--- src/rtl/core_pkg.sv ---
// Shared definitions for the core sequencer and the instruction decoder:
// FSM state encoding and the decoded instruction IDs.
package core_pkg;

  typedef enum logic [2:0] {
    S_IDLE   = 3'd0,
    S_FETCH  = 3'd1,
    S_DECODE = 3'd2,
    S_EXEC   = 3'd3,
    S_MEM    = 3'd4,
    S_WB     = 3'd5,
    S_TRAP   = 3'd6
  } state_e;

  // Instruction IDs produced by the decoder; 0 is deliberately unused so an
  // all-zero decode is treated as illegal.
  localparam int unsigned ID_ADD  = 1;
  localparam int unsigned ID_ADDI = 2;
  localparam int unsigned ID_LUI  = 3;
  localparam int unsigned ID_BNE  = 4;
  localparam int unsigned ID_JAL  = 5;
  localparam int unsigned ID_LW   = 6;
  localparam int unsigned ID_SW   = 7;

endpackage

--- src/rtl/seq_wait_cnt.sv ---
// MEM-state wait counter. Counts cycles while enabled; expired_o flags the
// TIMEOUT-th enabled cycle so the FSM can trap at the end of it.
module seq_wait_cnt #(
  parameter int TIMEOUT = 15
) (
  input  logic clk,
  input  logic rst_n,
  input  logic clear_i,
  input  logic en_i,
  output logic expired_o
);

  localparam int CW = $clog2(TIMEOUT + 1);

  logic [CW-1:0] cnt_q;

  // Count enabled cycles; clear has priority so each MEM visit starts at 0.
  always_ff @(posedge clk) begin
    if (!rst_n)       cnt_q <= '0;
    else if (clear_i) cnt_q <= '0;
    else if (en_i)    cnt_q <= cnt_q + CW'(1);
  end

  assign expired_o = en_i && (cnt_q == CW'(TIMEOUT - 1));

endmodule

--- src/rtl/core_sequencer.sv ---
// Multi-cycle core control sequencer: FETCH/DECODE/EXEC/MEM/WB walk with a
// retire pulse that steps the PC, a MEM timeout trap and a retire counter.
// All outputs are registered and decoded from the next state.
module core_sequencer
  import core_pkg::*;
#(
  parameter int INST_ID_W   = 8,
  parameter int MEM_TIMEOUT = 15,
  parameter int CNT_W       = 32
) (
  input  logic                 clk,
  input  logic                 rst_n,
  input  logic                 start,
  input  logic                 imem_ready,
  input  logic [INST_ID_W-1:0] instID,
  input  logic                 dec_error,
  input  logic                 branch_taken,
  input  logic                 mem_ready,
  output logic                 if_en,
  output logic                 id_en,
  output logic                 ex_en,
  output logic                 wb_en,
  output logic                 mem_req,
  output logic                 mem_we,
  output logic                 pc_load,
  output logic                 pc_sel,
  output logic [2:0]           state,
  output logic                 trap,
  output logic [CNT_W-1:0]     retired
);

  state_e           state_q, state_d;
  logic             sw_q, sw_d;     // instruction in flight is a store
  logic             jal_q, jal_d;   // instruction in flight is a jump
  logic             retire_d, pc_sel_d;
  logic             mem_expired;
  logic             if_en_q, id_en_q, ex_en_q, wb_en_q;
  logic             mem_req_q, mem_we_q, pc_load_q, pc_sel_q, trap_q;
  logic [CNT_W-1:0] retired_q;

  seq_wait_cnt #(.TIMEOUT(MEM_TIMEOUT)) u_wait (
    .clk      (clk),
    .rst_n    (rst_n),
    .clear_i  (state_q != S_MEM),
    .en_i     (state_q == S_MEM),
    .expired_o(mem_expired)
  );

  // Next-state and retire decode; a retire always lands on FETCH or IDLE.
  always_comb begin
    state_d  = state_q;
    sw_d     = sw_q;
    jal_d    = jal_q;
    retire_d = 1'b0;
    pc_sel_d = 1'b0;
    case (state_q)
      S_IDLE:   if (start) state_d = S_FETCH;
      S_FETCH:  if (imem_ready) state_d = S_DECODE;
      S_DECODE: state_d = S_EXEC;
      S_EXEC: begin
        sw_d  = (instID == INST_ID_W'(ID_SW));
        jal_d = (instID == INST_ID_W'(ID_JAL));
        if (dec_error) begin
          state_d = S_TRAP;
        end else if (instID == INST_ID_W'(ID_LW) || instID == INST_ID_W'(ID_SW)) begin
          state_d = S_MEM;
        end else if (instID == INST_ID_W'(ID_ADD) || instID == INST_ID_W'(ID_ADDI) ||
                     instID == INST_ID_W'(ID_LUI) || instID == INST_ID_W'(ID_JAL)) begin
          state_d = S_WB;
        end else if (instID == INST_ID_W'(ID_BNE)) begin
          retire_d = 1'b1;
          pc_sel_d = branch_taken;
        end else begin
          state_d = S_TRAP;
        end
      end
      S_MEM: begin
        // mem_ready in the timeout cycle still completes the access
        if (mem_ready) begin
          if (sw_q) retire_d = 1'b1;
          else      state_d  = S_WB;
        end else if (mem_expired) begin
          state_d = S_TRAP;
        end
      end
      S_WB: begin
        retire_d = 1'b1;
        pc_sel_d = jal_q;
      end
      S_TRAP:   state_d = S_TRAP;
      default:  state_d = S_IDLE;
    endcase
    if (retire_d) state_d = start ? S_FETCH : S_IDLE;
  end

  // State, retire counter and registered outputs decoded from the next state.
  always_ff @(posedge clk) begin
    if (!rst_n) begin
      state_q   <= S_IDLE;
      sw_q      <= 1'b0;
      jal_q     <= 1'b0;
      if_en_q   <= 1'b0;
      id_en_q   <= 1'b0;
      ex_en_q   <= 1'b0;
      wb_en_q   <= 1'b0;
      mem_req_q <= 1'b0;
      mem_we_q  <= 1'b0;
      pc_load_q <= 1'b0;
      pc_sel_q  <= 1'b0;
      trap_q    <= 1'b0;
      retired_q <= '0;
    end else begin
      state_q   <= state_d;
      sw_q      <= sw_d;
      jal_q     <= jal_d;
      if_en_q   <= (state_d == S_FETCH);
      id_en_q   <= (state_d == S_DECODE);
      ex_en_q   <= (state_d == S_EXEC);
      wb_en_q   <= (state_d == S_WB);
      mem_req_q <= (state_d == S_MEM);
      mem_we_q  <= (state_d == S_MEM) && sw_d;
      pc_load_q <= retire_d;
      pc_sel_q  <= pc_sel_d;
      trap_q    <= (state_d == S_TRAP);
      if (retire_d) retired_q <= retired_q + CNT_W'(1);
    end
  end

  assign if_en   = if_en_q;
  assign id_en   = id_en_q;
  assign ex_en   = ex_en_q;
  assign wb_en   = wb_en_q;
  assign mem_req = mem_req_q;
  assign mem_we  = mem_we_q;
  assign pc_load = pc_load_q;
  assign pc_sel  = pc_sel_q;
  assign trap    = trap_q;
  assign state   = state_q;
  assign retired = retired_q;

endmodule

--- config.mk ---
export PLATFORM = sky130hd
export DESIGN_NAME = core_sequencer
export DESIGN_NICKNAME = d
export VERILOG_FILES = /design/src/rtl/core_pkg.sv /design/src/rtl/seq_wait_cnt.sv /design/src/rtl/core_sequencer.sv
export SDC_FILE = /design/constraint.sdc
export NUM_CORES = 1
export LEC_CHECK = 0
export CORE_MARGIN = 4
export CORE_UTILIZATION = 40
export DETAILED_ROUTE_END_ITERATION = 16
export DONT_BUFFER_PORTS = 1
export PLACE_DENSITY = 0.64
export RECOVER_POWER = 25
export SETUP_SLACK_MARGIN = 0.02
export SLEW_MARGIN = 20
export SYNTH_ARGS = -nofsm -noshare
export SYNTH_HDL_FRONTEND = slang
export SYNTH_SLANG_ARGS = --single-unit
--- constraint.sdc ---
create_clock -name clk -period 1.8 [get_ports clk]
set_input_delay 0.09 -clock clk [delete_from_list [all_inputs] [get_ports clk]]
set_output_delay 0.09 -clock clk [all_outputs]
set_load 0.02 [all_outputs]
==> run summary <==
The multiplexer area fraction after synthesis came out at 0. The share of flip-flops with an asynchronous set or reset is 0. Data on the critical path arrives at its endpoint at 2.09 ns. The worst clock skew on the final layout was 0.01238 ns; the routed wire length was 6689 um.

The max-slew violation count is 0. The basic-gate share of the synthesized area counting and, or, nand and nor cells works out to 0.2527. Clock-pin slew was measured on the worst setup and hold paths at 0.11 ns. Worst max-slew margin expressed relative to the limit: 0.5357. The final reports fail on setup timing.

The number of nets still failing antenna checks after routing was 0. The final standard cell utilization of the core is 0.6008, and the number of antenna violations at the first check in global routing is 0. Summing every instance area after synthesis gives 2396 um2.

Type of the tightest min-delay check: input port to flip-flop. The slew at the pin with the worst max-slew slack is 0.6954 ns, and the net count after synthesis is 285. For the number of placement rows, the log shows 27. Number of different library cells in the post-synthesis netlist: 56. Path type of the worst setup path: flip-flop to flip-flop.

For the worst setup path, the data required time is 2.04 ns. The launch instance of the worst min-delay path is rst_n. Final hold analysis gives a worst-case slack of 0.01524 ns.

The hold violation total from the final report is 0. The most used flip-flop cell after synthesis is sky130_fd_sc_hd__dfxtp_1. The fraction of layout instances using a drive strength above 1 works out to 0.3710.

STA classifies the critical path startpoint as a flip-flop. By area, the combinational part of the netlist is dominated by simple AND/OR/NAND/NOR gates. From synthesis to final layout, the design area changed by 41.46%.

The logs give 0 for the reported max-cap violation count and 5 for the number of clock buffers inserted by TritonCTS. The number of remaining DRC errors is 0, and the mean post-synth cell area is 8.974 um2. Counting flops and latches in the post-synthesis netlist gives 50. Entering global routing, the biggest net connects 38 pins. The area share of the leading cell type in the synthesized netlist is 0.4178, and the clock period minus worst slack is 1.845 ns.

Number of stages on the worst hold path: 2. The root buffer cell was sky130_fd_sc_hd__clkbuf_8. The source-to-sink clock delay at the later pin of the worst-skew pair is 0.31 ns, and the die width is 85.40 um.

The flow ran to the end, but the final reports show violations. The congestion estimate from routability-driven global placement came to 0.8381. The critical path goes through nand4_1 -> nor4_4 -> buf_4 -> o2111ai_4 -> buf_6 -> or3_4 -> a21oi_2. The slowest stage of the critical path belongs to the cell sky130_fd_sc_hd__dfxtp_2. Worst-case reg-to-reg path depth: 7. The post-route clock period utilization works out to 1.025.

The run gives 0 as the total overflow reported by the global router. Counting flops with a built-in enable in the synthesized netlist gives 0. The run gives -0.05 ns as the minimum setup slack among reg-to-reg paths.

In the post-synthesis netlist, the biggest area contributors are sky130_fd_sc_hd__dfxtp_1 42%, sky130_fd_sc_hd__xnor2_1 5.5%, sky130_fd_sc_hd__nor2_1 4.9%. For the top-level port count, the log shows 59. In this run the critical register-to-register path is launched from retired[3]. The maximum net fanout on the critical path came out at 5.

The timing-limited maximum frequency came out at 541.9 MHz. The largest incremental delay on the critical path came out at 0.34 ns. STA classifies the critical path endpoint as a flip-flop. In the final timing run, aggregate negative setup slack is -0.1598 ns.

The die is 85.40 um tall. For the CTS sink count, the log shows 50. For this design the static power due to leakage is 1.228 nW. The cell type with the highest aggregate area in the netlist is sky130_fd_sc_hd__dfxtp_1.

The register with the most flip-flops in the layout has 32 of them. Final worst slack: -0.04521 ns. The total track usage is 0.1701. The repair_antennas step left the layout with diodes totalling 0.

The total number of H-tree levels is 2. Setup repair after global routing could not meet its margin everywhere. Total number of vias: 2,305.

Fill cells in the final layout number 463. TritonCTS built the clock tree. Setup violations remaining at the end of the flow were counted as 8. The detail-routed via count per cell came out at 5.528. The Yosys step of the flow raised 0 warnings.

The share of the synthesized area in compound gates (AO/OA/AOI/OAI) is 0.1937. After the first detailed-routing iteration, the DRC count stood at 107. The die covers 7292 um2. The worst-case IR drop observed on VDD is 0.3770 mV. Placeable core area: 5642 um2. The post-detailed-route wirelength per cell is 16.04 um. The xor and xnor area share after synthesis is 0.07676. The number of global-route vias before repair came out at 2,128.

Sink of the worst hold path: u_wait.cnt_q[1]. The power per standard cell area works out to 643.8 nW/um2. No sink is reached through more buffers than the 2 on the longest clock path. Counting every instance in the synthesized netlist gives 267. The initial core utilization was 0.4247. The worst register-to-register path ends at retired[29]. For this run, the detailed router's first-pass iteration total came to 4.

The logs give 10,220 um for the first-pass GRT wire length and 362 for the layout net count. Prior to clock tree synthesis, the placed netlist has a worst setup slack of -0.09598 ns. The wire-length estimate of the detail-placed layout is 4662 um.

Adder and majority gate portion of the synthesized area: 0.01567. Count of input and output buffers: 0. The sequential element share of the synthesized area is 0.4178.
placed cells by master (no fill, tap or decap), types with 5 or more instances in the layout:
cell type and count:
sky130_fd_sc_hd__inv_1 11, sky130_fd_sc_hd__buf_4 61, sky130_fd_sc_hd__o21ai_0 5, sky130_fd_sc_hd__nand2_1 16
sky130_fd_sc_hd__dfxtp_1 38, sky130_fd_sc_hd__xor2_1 6, sky130_fd_sc_hd__and2_1 6, sky130_fd_sc_hd__xnor2_1 14
sky130_fd_sc_hd__clkbuf_1 6, sky130_fd_sc_hd__clkbuf_8 5, sky130_fd_sc_hd__a2111oi_4 5, sky130_fd_sc_hd__and3_1 6
sky130_fd_sc_hd__a21oi_1 14, sky130_fd_sc_hd__nor2_1 31, sky130_fd_sc_hd__buf_6 9, sky130_fd_sc_hd__nand4_1 8
sky130_fd_sc_hd__nand3_1 8, sky130_fd_sc_hd__dfxtp_2 11
kinds of logic (layout without fill, tap and decap cells):
family          after synthesis  count (layout)
fa+ha+maj                     3               3
buf+inv                      21              98
simple gates                108             108
flops                        50              50
compound gates               64              65
xor+xnor                     21              21
metal layers:
metal	vias to the layer above	GRT usage	wire [um]
met5	-	0	0
met4	0	0.06475	87
met3	6	0.05340	504
met2	72	0.2691	3101
met1	1091	0.2158	2996
li1	1136	-	-
area by class of cell:
class                      count  area, um2  share of cell area
timing repair buffer          78      603.1              0.1779
clock buffer                   5      68.82             0.02030
tap                           72      90.09             0.02658
sequential                    50       1018              0.3005
multi-input combinational    197       1538              0.4537
clock inverter                 3      26.28            0.007752
inverter                      12      45.04             0.01329
report_power, final:
part	total [W]	internal (W)	switching, W
Sequential	0.00116	0.00113	0.0000329
Combinational	0.000313	0.000153	0.000160
Clock	0.000704	0.000287	0.000417
repair_timing:
item                                    in CTS  in global routing
hold buffers                                 1                  0
endpoints found under the setup margin      23                 28
gates resized for setup                     11                 39
pin swaps                                    2                 17
hold endpoints to repair                     4                  0
gates cloned                                 0                  2
buffers inserted                             3                  7
cell usage after synthesis, types with 2 or more instances:
cell type and n:
sky130_fd_sc_hd__a2111oi_0 3, sky130_fd_sc_hd__a2111oi_2 3, sky130_fd_sc_hd__a211oi_1 5, sky130_fd_sc_hd__a21oi_1 16, sky130_fd_sc_hd__a22oi_1 2, sky130_fd_sc_hd__a31o_2 2, sky130_fd_sc_hd__and2_1 6, sky130_fd_sc_hd__and3_1 6
sky130_fd_sc_hd__and4_1 3, sky130_fd_sc_hd__buf_2 2, sky130_fd_sc_hd__buf_4 2, sky130_fd_sc_hd__buf_6 2, sky130_fd_sc_hd__clkbuf_1 3, sky130_fd_sc_hd__dfxtp_1 50, sky130_fd_sc_hd__ha_1 3, sky130_fd_sc_hd__inv_1 11
sky130_fd_sc_hd__nand2_1 16, sky130_fd_sc_hd__nand3_1 9, sky130_fd_sc_hd__nand3b_1 3, sky130_fd_sc_hd__nand4_1 8, sky130_fd_sc_hd__nor2_1 31, sky130_fd_sc_hd__nor3_1 2, sky130_fd_sc_hd__o2111ai_1 3, sky130_fd_sc_hd__o211ai_1 2
sky130_fd_sc_hd__o21a_1 2, sky130_fd_sc_hd__o21ai_0 11, sky130_fd_sc_hd__o31ai_1 4, sky130_fd_sc_hd__or3_1 6, sky130_fd_sc_hd__or4_1 5, sky130_fd_sc_hd__xnor2_1 15, sky130_fd_sc_hd__xor2_1 6
how the worst max path moves through the flow:
| stage | cells after the start | from | to | slack, ns |
|---|---|---|---|---|
| global route | 7 | retired[3] | retired[20] | -0.14 |
| finish | 7 | retired[3] | retired[29] | -0.05 |
| detailed placement | 6 | state[2] | if_en | -0.1 |
| floorplan | 8 | state[2] | retired[30] | -0.11 |
| global placement | 6 | state[2] | if_en | -0.08 |
| CTS | 6 | state[2] | retired[10] | -0.05 |
through the flow:
stage / std cells / area [um2] / power, W
global route: 417 / 3390 / 0.002268
floorplan: 267 / 2466 / 0.001340
global placement: 396 / 2983 / 0.001439
finish: 417 / 3390 / 0.002182
detailed placement: 396 / 2983 / 0.001442
CTS: 408 / 3152 / 0.002175
worst max-delay path, delay by kind of cell, from the launching register on:
family / cells / cell delay [ns]
buffers and inverters: 2 / 0.36
AND/OR/NAND/NOR: 3 / 0.81
flip-flops: 1 / 0.34
AO/OA/AOI/OAI: 2 / 0.26
Note: power is estimated with default switching activity, not from simulation.
